<file path="config.mk">
export PLATFORM = sky130hd
export DESIGN_NAME = simd_mul_collector
export DESIGN_NICKNAME = d
export VERILOG_FILES = /design/src/rtl/simd_mul_collector_pkg.sv /design/src/rtl/simd_acc_adder.sv /design/src/rtl/simd_mul_collector.sv
export SDC_FILE = /design/constraint.sdc
export NUM_CORES = 1
export LEC_CHECK = 0
export ABC_AREA = 0
export CAP_MARGIN = 20
export CORE_UTILIZATION = 45
export DETAILED_ROUTE_END_ITERATION = 8
export DONT_BUFFER_PORTS = 1
export GPL_TIMING_DRIVEN = 0
export PLACE_DENSITY = 0.6
export SLEW_MARGIN = 25
export SYNTH_ARGS = -nofsm -noshare
export SYNTH_HDL_FRONTEND = slang
export SYNTH_SLANG_ARGS = --single-unit
</file>
<file path="constraint.sdc">
create_clock -name clk -period 63.6 [get_ports clk]
set_input_delay 6.36 -clock clk [delete_from_list [all_inputs] [get_ports clk]]
set_output_delay 6.36 -clock clk [all_outputs]
set_load 0.05 [all_outputs]
</file>
<file path="src/rtl/simd_mul_collector_pkg.sv">
// Shared vector-lane definitions: SEW encodings and the writeback collector entry.
package simd_mul_collector_pkg;

    localparam int unsigned SEW_8  = 0;
    localparam int unsigned SEW_16 = 1;
    localparam int unsigned SEW_32 = 2;
    localparam int unsigned SEW_64 = 3;

    localparam int unsigned CollTagW  = 8;
    localparam int unsigned CollDataW = 64;

    typedef struct packed {
        logic [CollTagW-1:0]  tag;
        logic [CollDataW-1:0] data;
    } coll_entry_t;

endpackage

</file>
<file path="src/rtl/simd_acc_adder.sv">
// SEW-segmented adder/subtractor: a + b or a - b per element, no carry across elements.
module simd_acc_adder #(
    parameter int unsigned MIN_WIDTH = 8,
    parameter int unsigned MAX_WIDTH = 64,
    parameter int unsigned SEW_WIDTH = $clog2(MAX_WIDTH / MIN_WIDTH) + 1
) (
    input  logic [SEW_WIDTH-1:0] sew_i,
    input  logic                 sub_i,
    input  logic [MAX_WIDTH-1:0] a_i,
    input  logic [MAX_WIDTH-1:0] b_i,
    output logic [MAX_WIDTH-1:0] sum_o
);

    localparam int unsigned MaxSew = $clog2(MAX_WIDTH / MIN_WIDTH);

    int unsigned          sew_eff;
    logic [MAX_WIDTH-1:0] seg_start;

    // seg_start marks the LSB of every element; it kills the incoming carry there.
    always_comb begin
        sew_eff   = (32'(sew_i) > MaxSew) ? MaxSew : 32'(sew_i);
        seg_start = '0;
        for (int unsigned i = 0; i < MAX_WIDTH; i++) begin
            for (int unsigned s = 0; s <= MaxSew; s++) begin
                if ((sew_eff == s) && ((i % (MIN_WIDTH << s)) == 0)) begin
                    seg_start[i] = 1'b1;
                end
            end
        end
    end

    // Subtraction is a + ~b + 1, with the +1 injected at each element start.
    always_comb begin
        logic carry;
        logic cin;
        logic bb;
        sum_o = '0;
        carry = 1'b0;
        for (int unsigned i = 0; i < MAX_WIDTH; i++) begin
            cin      = seg_start[i] ? sub_i : carry;
            bb       = b_i[i] ^ sub_i;
            sum_o[i] = a_i[i] ^ bb ^ cin;
            carry    = (a_i[i] & bb) | (cin & (a_i[i] ^ bb));
        end
    end

endmodule

</file>
<file path="src/rtl/simd_mul_collector.sv">
// Aligns issue metadata with the fixed-latency multiplier result, optionally accumulates,
// and queues results for lane writeback under issue credit.
module simd_mul_collector
    import simd_mul_collector_pkg::*;
#(
    parameter int unsigned MIN_WIDTH = 8,
    parameter int unsigned MAX_WIDTH = CollDataW,
    parameter int unsigned SEW_WIDTH = $clog2(MAX_WIDTH / MIN_WIDTH) + 1,
    parameter int unsigned MUL_LAT   = 1,
    parameter int unsigned DEPTH     = 4,
    parameter int unsigned TAG_W     = CollTagW
) (
    input  logic                 clk,
    input  logic                 rst,
    input  logic                 flush_i,
    input  logic                 issue_valid_i,
    output logic                 issue_ready_o,
    input  logic [TAG_W-1:0]     issue_tag_i,
    input  logic [SEW_WIDTH-1:0] issue_sew_i,
    input  logic                 issue_acc_i,
    input  logic                 issue_sub_i,
    input  logic [MAX_WIDTH-1:0] issue_accop_i,
    input  logic [MAX_WIDTH-1:0] mul_result_i,
    output logic                 wb_valid_o,
    input  logic                 wb_ready_i,
    output logic [TAG_W-1:0]     wb_tag_o,
    output logic [MAX_WIDTH-1:0] wb_data_o
);

    localparam int unsigned Fin  = MUL_LAT - 1;
    localparam int unsigned PtrW = $clog2(DEPTH);
    localparam int unsigned CntW = PtrW + 1;

    logic                 dl_valid_q [MUL_LAT];
    logic [TAG_W-1:0]     dl_tag_q   [MUL_LAT];
    logic [SEW_WIDTH-1:0] dl_sew_q   [MUL_LAT];
    logic                 dl_acc_q   [MUL_LAT];
    logic                 dl_sub_q   [MUL_LAT];
    logic [MAX_WIDTH-1:0] dl_accop_q [MUL_LAT];

    coll_entry_t          mem_q [DEPTH];
    logic [PtrW-1:0]      wr_ptr_q, wr_ptr_d, rd_ptr_q, rd_ptr_d;
    logic [CntW-1:0]      count_q, count_d;

    logic                 issue_fire, push, pop;
    logic [MAX_WIDTH-1:0] acc_sum, fin_data;
    int unsigned          inflight;

    assign issue_fire = issue_valid_i && issue_ready_o;

    always_ff @(posedge clk or posedge rst) begin
        if (rst) begin
            for (int unsigned k = 0; k < MUL_LAT; k++) begin
                dl_valid_q[k] <= 1'b0;
                dl_tag_q[k]   <= '0;
                dl_sew_q[k]   <= '0;
                dl_acc_q[k]   <= 1'b0;
                dl_sub_q[k]   <= 1'b0;
                dl_accop_q[k] <= '0;
            end
        end else begin
            dl_valid_q[0] <= issue_fire && !flush_i;
            if (issue_fire) begin
                dl_tag_q[0]   <= issue_tag_i;
                dl_sew_q[0]   <= issue_sew_i;
                dl_acc_q[0]   <= issue_acc_i;
                dl_sub_q[0]   <= issue_sub_i;
                dl_accop_q[0] <= issue_accop_i;
            end
            for (int unsigned k = 1; k < MUL_LAT; k++) begin
                dl_valid_q[k] <= dl_valid_q[k-1] && !flush_i;
                dl_tag_q[k]   <= dl_tag_q[k-1];
                dl_sew_q[k]   <= dl_sew_q[k-1];
                dl_acc_q[k]   <= dl_acc_q[k-1];
                dl_sub_q[k]   <= dl_sub_q[k-1];
                dl_accop_q[k] <= dl_accop_q[k-1];
            end
        end
    end

    simd_acc_adder #(
        .MIN_WIDTH (MIN_WIDTH),
        .MAX_WIDTH (MAX_WIDTH),
        .SEW_WIDTH (SEW_WIDTH)
    ) u_acc_adder (
        .sew_i (dl_sew_q[Fin]),
        .sub_i (dl_sub_q[Fin]),
        .a_i   (dl_accop_q[Fin]),
        .b_i   (mul_result_i),
        .sum_o (acc_sum)
    );

    assign fin_data = dl_acc_q[Fin] ? acc_sum : mul_result_i;
    assign push     = dl_valid_q[Fin];
    assign pop      = wb_valid_o && wb_ready_i;

    always_comb begin
        inflight = 0;
        for (int unsigned k = 0; k < MUL_LAT; k++) begin
            if (dl_valid_q[k]) begin
                inflight = inflight + 1;
            end
        end
    end

    // Credit counts queued entries plus results still in the multiplier.
    assign issue_ready_o = (32'(count_q) + inflight) < DEPTH;

    always_comb begin
        wr_ptr_d = wr_ptr_q;
        rd_ptr_d = rd_ptr_q;
        count_d  = count_q;
        if (flush_i) begin
            wr_ptr_d = '0;
            rd_ptr_d = '0;
            count_d  = '0;
        end else begin
            if (push) begin
                wr_ptr_d = wr_ptr_q + PtrW'(1);
            end
            if (pop) begin
                rd_ptr_d = rd_ptr_q + PtrW'(1);
            end
            case ({push, pop})
                2'b10:   count_d = count_q + CntW'(1);
                2'b01:   count_d = count_q - CntW'(1);
                default: count_d = count_q;
            endcase
        end
    end

    always_ff @(posedge clk or posedge rst) begin
        if (rst) begin
            wr_ptr_q <= '0;
            rd_ptr_q <= '0;
            count_q  <= '0;
            for (int unsigned i = 0; i < DEPTH; i++) begin
                mem_q[i] <= '0;
            end
        end else begin
            wr_ptr_q <= wr_ptr_d;
            rd_ptr_q <= rd_ptr_d;
            count_q  <= count_d;
            if (push && !flush_i) begin
                mem_q[wr_ptr_q] <= '{tag: dl_tag_q[Fin], data: fin_data};
            end
        end
    end

    assign wb_valid_o = (count_q != '0);
    assign wb_tag_o   = mem_q[rd_ptr_q].tag;
    assign wb_data_o  = mem_q[rd_ptr_q].data;

    a_no_overflow : assert property (@(posedge clk) disable iff (rst)
        push |-> (count_q != CntW'(DEPTH)));

endmodule

</file>
# --- Yosys cells after proc, flatten, opt, wreduce, memory -nomap -nowiden ---
# Index checks and enable logic that the tools add are counted.
classes:
  n_lt_le_gt_ge: 5
  addsub: 5
  bitwise: 383
  eq_ne: 5
  n_reduce_logical: 11
  mux: 27
ops:
  columns: ["operator", "count"]
  rows:
  - ["$bwmux 288", 1]
  - ["$mux 72", 3]
  - ["$xor 1x1->1", 192]
  - ["$bmux 72 s2", 1]
  - ["$demux 72 s2", 1]
  - ["$and 1x1->1", 126]
  - ["$eq 32x2->1 const B", 2]
  - ["$mux 64", 1]
  - ["$or 1x1->1", 63]
  - ["$add 3x32->32", 1]
  - ["$eq 32x1->1 const B", 1]
  - ["$logic_not 32->1", 1]
  - ["$lt 32x3->1 const B", 1]
  - ["$mux 1", 13]
  - ["$mux 2", 4]
  - ["$ge 3x3->1 const B", 2]
  - ["$not 2->3", 2]
  - ["$pmux 3 s2", 1]
  - ["$reduce_bool 3->1", 2]
  - ["$logic_and 1x1->1", 5]
  - ["$add 2x1->2 const B", 2]
  - ["$gt 4x2->1 const B", 1]
  - ["$mux 4", 1]
  - ["$reduce_bool 2->1", 2]
  - ["other kinds (7)", 7]
word_totals:
  elab_cells: 453
  reg_bits: 374
  out_inout_bits: 74
  inputBits: 147

# --- Logic depth before layout (Yosys ltp) ---
# Gate-level depths: netlist of run 1.
depth:
  depth_word: 144
  mapped_depth: 86
  depth_no_buf: 83

# --- By module ---
# From an unflattened synthesis of run 1, not the netlist that was laid out.
hier_totals:
  cells_unflattened: 1544
  area_unflattened_um2: 18405.2
modules_own_cells:
  columns: ["mod", "instances", "seq_area_each_um2", "cells_each", "area_per_inst_um2"]
  rows:
  - ["simd_mul_collector", 1, 9359.0, 1269, 15924.0]
  - ["simd_acc_adder", 1, 0.0, 275, 2481.1]

# --- Least setup slack after synthesis of run 1 ---
# Ideal clock, no wire load.
synth_path:
  path_type: "in2reg"
  start: "input port mul_result_i[0]"
  end: "register mem_q[135] (netlist bit)"
  path_slack_ps: 31750
  path_stages: 83
  n_path_buf: 0
  setup_ps: 124
  arrival_time_ps: 31726
  path_cell_list: "xnor2_1 > fa_1 > fa_1 > fa_1 > fa_1 > fa_1 > fa_1 > fa_1 > fa_1 > o21ai_0 > nand2_1 > fa_1 > fa_1 > fa_1 > fa_1 > fa_1 > fa_1 > fa_1 > (+47 left out) > fa_1 > fa_1 > fa_1 > fa_1 > o21ai_0 > nand2_1 > fa_1 > fa_1 > fa_1 > fa_1 > inv_1 > fa_1 > inv_1 > fa_1 > fa_1 > xnor3_1 > a211oi_1 > a211o_1"
synth_via:
  elab_chain_cells: 138
  word_cells_on_any_way: 139
synth_rtl:
  columns: ["item", "line", "text"]
  rows:
  - ["start, declared", "simd_mul_collector.sv:23", "input logic [MAX_WIDTH-1:0] mul_result_i,"]
  - ["$xor 1x1->1 (*)", "simd_acc_adder.sv:41", "bb = b_i[i] ^ sub_i;"]
  - ["$xor 1x1->1", "simd_acc_adder.sv:43", "carry = (a_i[i] & bb) | (cin & (a_i[i] ^ bb));"]
  - ["$and 1x1->1", "simd_acc_adder.sv:43", null]
  - ["$or 1x1->1 (*)", "simd_acc_adder.sv:43", null]
  - ["$and 1x1->1 (*)", "simd_acc_adder.sv:43", null]
  - ["$or 1x1->1 (*)", "simd_acc_adder.sv:43", null]
  - ["$and 1x1->1 (*)", "simd_acc_adder.sv:43", null]
  - ["$or 1x1->1 (*)", "simd_acc_adder.sv:43", null]
  - ["(+122 left out)", null, null]
  - ["$or 1x1->1 (*)", "simd_acc_adder.sv:43", null]
  - ["$and 1x1->1 (*)", "simd_acc_adder.sv:43", null]
  - ["$or 1x1->1 (*)", "simd_acc_adder.sv:43", null]
  - ["$and 1x1->1 (*)", "simd_acc_adder.sv:43", null]
  - ["$or 1x1->1 (*)", "simd_acc_adder.sv:43", null]
  - ["$xor 1x1->1 (*)", "simd_acc_adder.sv:42", "sum_o[i] = a_i[i] ^ bb ^ cin;"]
  - ["$mux 64 (*)", "simd_mul_collector.sv:93", "assign fin_data = dl_acc_q[Fin] ? acc_sum : mul_result_i;"]
  - ["$bwmux 288 (*)", "simd_mul_collector.sv:145", "mem_q[wr_ptr_q] <= '{tag: dl_tag_q[Fin], data: fin_data};"]
  - ["end signal, assigned by index", "simd_mul_collector.sv:145", null]
  - ["end, declared", "simd_mul_collector.sv:41", "coll_entry_t mem_q [DEPTH];"]
# Every way passes the cells marked *; elsewhere a longest branch is shown, timed or not.
# A chain may end at the register's enable or synchronous reset.

# --- Worst setup path in the final report of run 1 ---
layout_path:
  start: "input port mul_result_i[0]"
  end: "register mem_q[207] (netlist bit)"
# The elaborated chain is that of the path after synthesis.

==> out/results.txt, run 1 <==
number of max-slew violations in the final report: 0
Post-Syn Area: 18100 um^2
WL/cell: 23.3 um
IO Count: 221
Most used DFF post-synth: dfrtp_1
status: finished, final reports clean
1st-iter DRT viols: 598
maxcap violations: 0
Data required, critical path: 64.12 ns
Tightest Pin Transition: 0.959 ns
first-pass GRT wire length: 77800 um
total gr overflow: 0
post-cts sizing count: 0
via/cell ratio: 5.55
largest net degree at the start of global routing: 102
Post-synth EDFFs: 0
most used cell, CP: fa_1
number of hold buffers added after cts: 0
# nets final: 1820
R2R Path Start: dl_sub_q
share of cells above drive strength 1: 19.8%
crit path from: mul_result_i[0]
minimum clock period: 33.79 ns
Antenna Violating Nets Remaining: 0
worst skew pair latency: 0.58 ns
Worst Min Path Start: mem_q[251]
Max Root-Sink Buffers: 3
Initial DRT Pass Iterations: 5
Async SR Flop Fraction: 100%
post-route worst setup slack: 29.81 ns
CTS Buf Count: 43
clk sinks: 374
crit-path max cell delay: 0.47 ns
Worst EP arrival: 34.31 ns
slew margin rel.: 36.0%
post-synthesis sequential area ratio: 51.6%
die width: 203 um
CP Class: in2reg
crit path launch type: input pin
Final Wtd Congestion: 0.794
initial antenna violation count: 5
post-synthesis register bit count: 374
clk slew on worst S/H paths: 0.06 ns
Critical Path Sink Type: flop
HP Class: reg2reg
Port Buffer Count: 0
CP max FO: 8
buffer count from post-CTS setup fixing: 0
YS warnings: 0
Max H-tree Level: 2
Slowest cell on crit path: fa_1
RSZ-0062 raised after global routing: false
Hold Vio Cnt, Final: 0
Peak VDD IR: 0.0281 mV
crit share post-route: 53.1%
vias in the first global route: 12451
Lkg Pwr: 0.00899 uW
cell family with most CP delay: adder cells
final setup vio count: 0
Starting Density: 45.6%
syn nets: 1772
Power Dens Cells: 56.3 nW/um^2
TritonCTS clock tree: done
skew final: 0.0286 ns
CP bufs+invs: 2
Row Count: 73
Synth Instances: 1557
Total GRT Usage: 25.5%
Netlist cell types: 30
setup_tns: 0 ns
Root Buffer: clkbuf_16
Post-Route WL: 50400 um
fmax: 0.0296 GHz
Die Y: 203 um
Area Growth Syn to Fin: 12.2%
DP Worst Slack: 29.26 ns
via count: 12006
synthesized area per cell: 11.6 um^2
Final HPWL DP: 35400 um
Core ar.: 39700 um^2
Total Die Area: 41100 um^2
DRC errors left: 0
per-stage QoR:
stage	total power (uW)	cells	util, %	hold WS [ns]	area [um^2]
after detailed placement	897	2085	47.5	0.466	18900
after CTS	1160	2159	51.2	0.478	20300
final	1150	2162	51.2	0.475	20300
after global routing	1220	2162	51.2	0.495	20300
after global placement	879	2082	47.3	0.455	18800
after floorplan	775	1557	-	0.445	18100
worst register-to-register path: cells and delay by family, from the launching register on:
| family | cells | cell delay, ns |
|---|---|---|
| fa+ha+maj | 63 | 25.39 |
| buf+inv | 6 | 1.43 |
| simple gates | 8 | 1.02 |
| compound gates | 8 | 0.96 |
| xor+xnor | 1 | 0.38 |
| flops | 1 | 0.32 |
power by group:
group	switching, uW	internal [uW]	leakage, uW	total (uW)
Clock	101	156	0.000713	257
Combinational	350	174	0.00347	525
Sequential	45.1	319	0.00481	364
Total	496	649	0.00899	1150
layout make-up:
cell class	count	area, um^2
Timing Repair Buffer	3	82.6
Multi-Input combinational cell	1004	7990
Fill cell	3562	19400
Inverter	69	267
Sequential cell	374	9360
Clock buffer	59	1240
Clock inverter	15	216
Antenna cell	3	7.51
Buffer	110	513
Tap cell	525	657
layer usage:
metal  global-route usage, %  routed length, um  up-vias
li1                        -                  -     5365
met4                    8.62               1420        2
met3                    5.68               3090       81
met5                       0                 13        -
met2                    40.0              23900      323
met1                    35.2              22000     6235
cells in the mapped netlist (all sizes together), types with 5 or more instances:
cell	number	area share, %
a211o	5	0.24
buf	67	1.9
clkbuf	43	0.89
dfrtp	374	52
fa	64	7.1
inv	69	1.4
mux2	112	7.1
mux4	72	8.9
nand2	322	6.7
nor2	9	0.19
o21ai	321	8.9
xnor2	63	3.0
flip-flops by register name, summed over array words and instances, names as in the netlist:
| signal | flops |
|---|---|
| count_q | 3 |
| dl_acc_q | 1 |
| dl_accop_q | 64 |
| dl_sew_q | 4 |
| dl_sub_q | 1 |
| dl_tag_q | 8 |
| dl_valid_q | 1 |
| mem_q | 288 |
| rd_ptr_q | 2 |
| wr_ptr_q | 2 |
cell usage in the layout (no fill, tap or decap), types with 5 or more instances in the layout:
cell	instances
a211o_1	5
buf_2	62
bufinv_16	5
clkbuf_1	49
clkbuf_16	43
clkbuf_8	10
clkinv_2	5
dfrtp_1	374
fa_1	64
inv_1	68
mux2_2	103
mux2_4	9
mux4_2	72
nand2_1	321
nor2_1	9
o21ai_0	321
xnor2_1	63
cells by family (layout without fill, tap and decap cells):
logic type      Yosys count  in the layout  synth area share, %
flops                   374            374                 51.6
simple gates            347            347                 7.53
compound gates          333            333                 9.55
mux                     188            188                 16.3
buf+inv                 179            256                 4.26
fa+ha+maj                68             68                 7.35
xor+xnor                 68             68                 3.36
other cells               0              3                    0
final timing paths:
path | slack, ns | end | depth (start not counted)
worst min register to register | 0.47 | mem_q[251] | 2
min in group asynchronous | 5.75 | dl_accop_q[45] | 1
worst min-delay path | 0.47 | mem_q[251] | 2
max in group asynchronous | 56.91 | dl_tag_q[2] | 2
worst max register to register | 34.11 | mem_q[207] | 86
worst max-delay path | 29.81 | mem_q[207] | 83
No activity file was read; power rests on OpenSTA's default activity.
==> inputs of run 2 (changes only) <==
==> constraint.sdc (replaced) <==
create_clock -name clk -period 31.4 [get_ports clk]
set_input_delay 3.14 -clock clk [delete_from_list [all_inputs] [get_ports clk]]
set_output_delay 3.14 -clock clk [all_outputs]
set_load 0.05 [all_outputs]
==> results of run 2 <==
The final DEF is identical to that of run 1. Status: finished, final reports clean.
Among the figures that moved: setup slack after placement 29.26 ns -> 0.284 ns; setup slack after layout 29.81 ns -> 0.832 ns; register-to-register setup slack 34.11 ns -> 1.91 ns; total power 1150 uW -> 2320 uW; worst IR drop on VDD 0.0281 mV -> 0.0569 mV
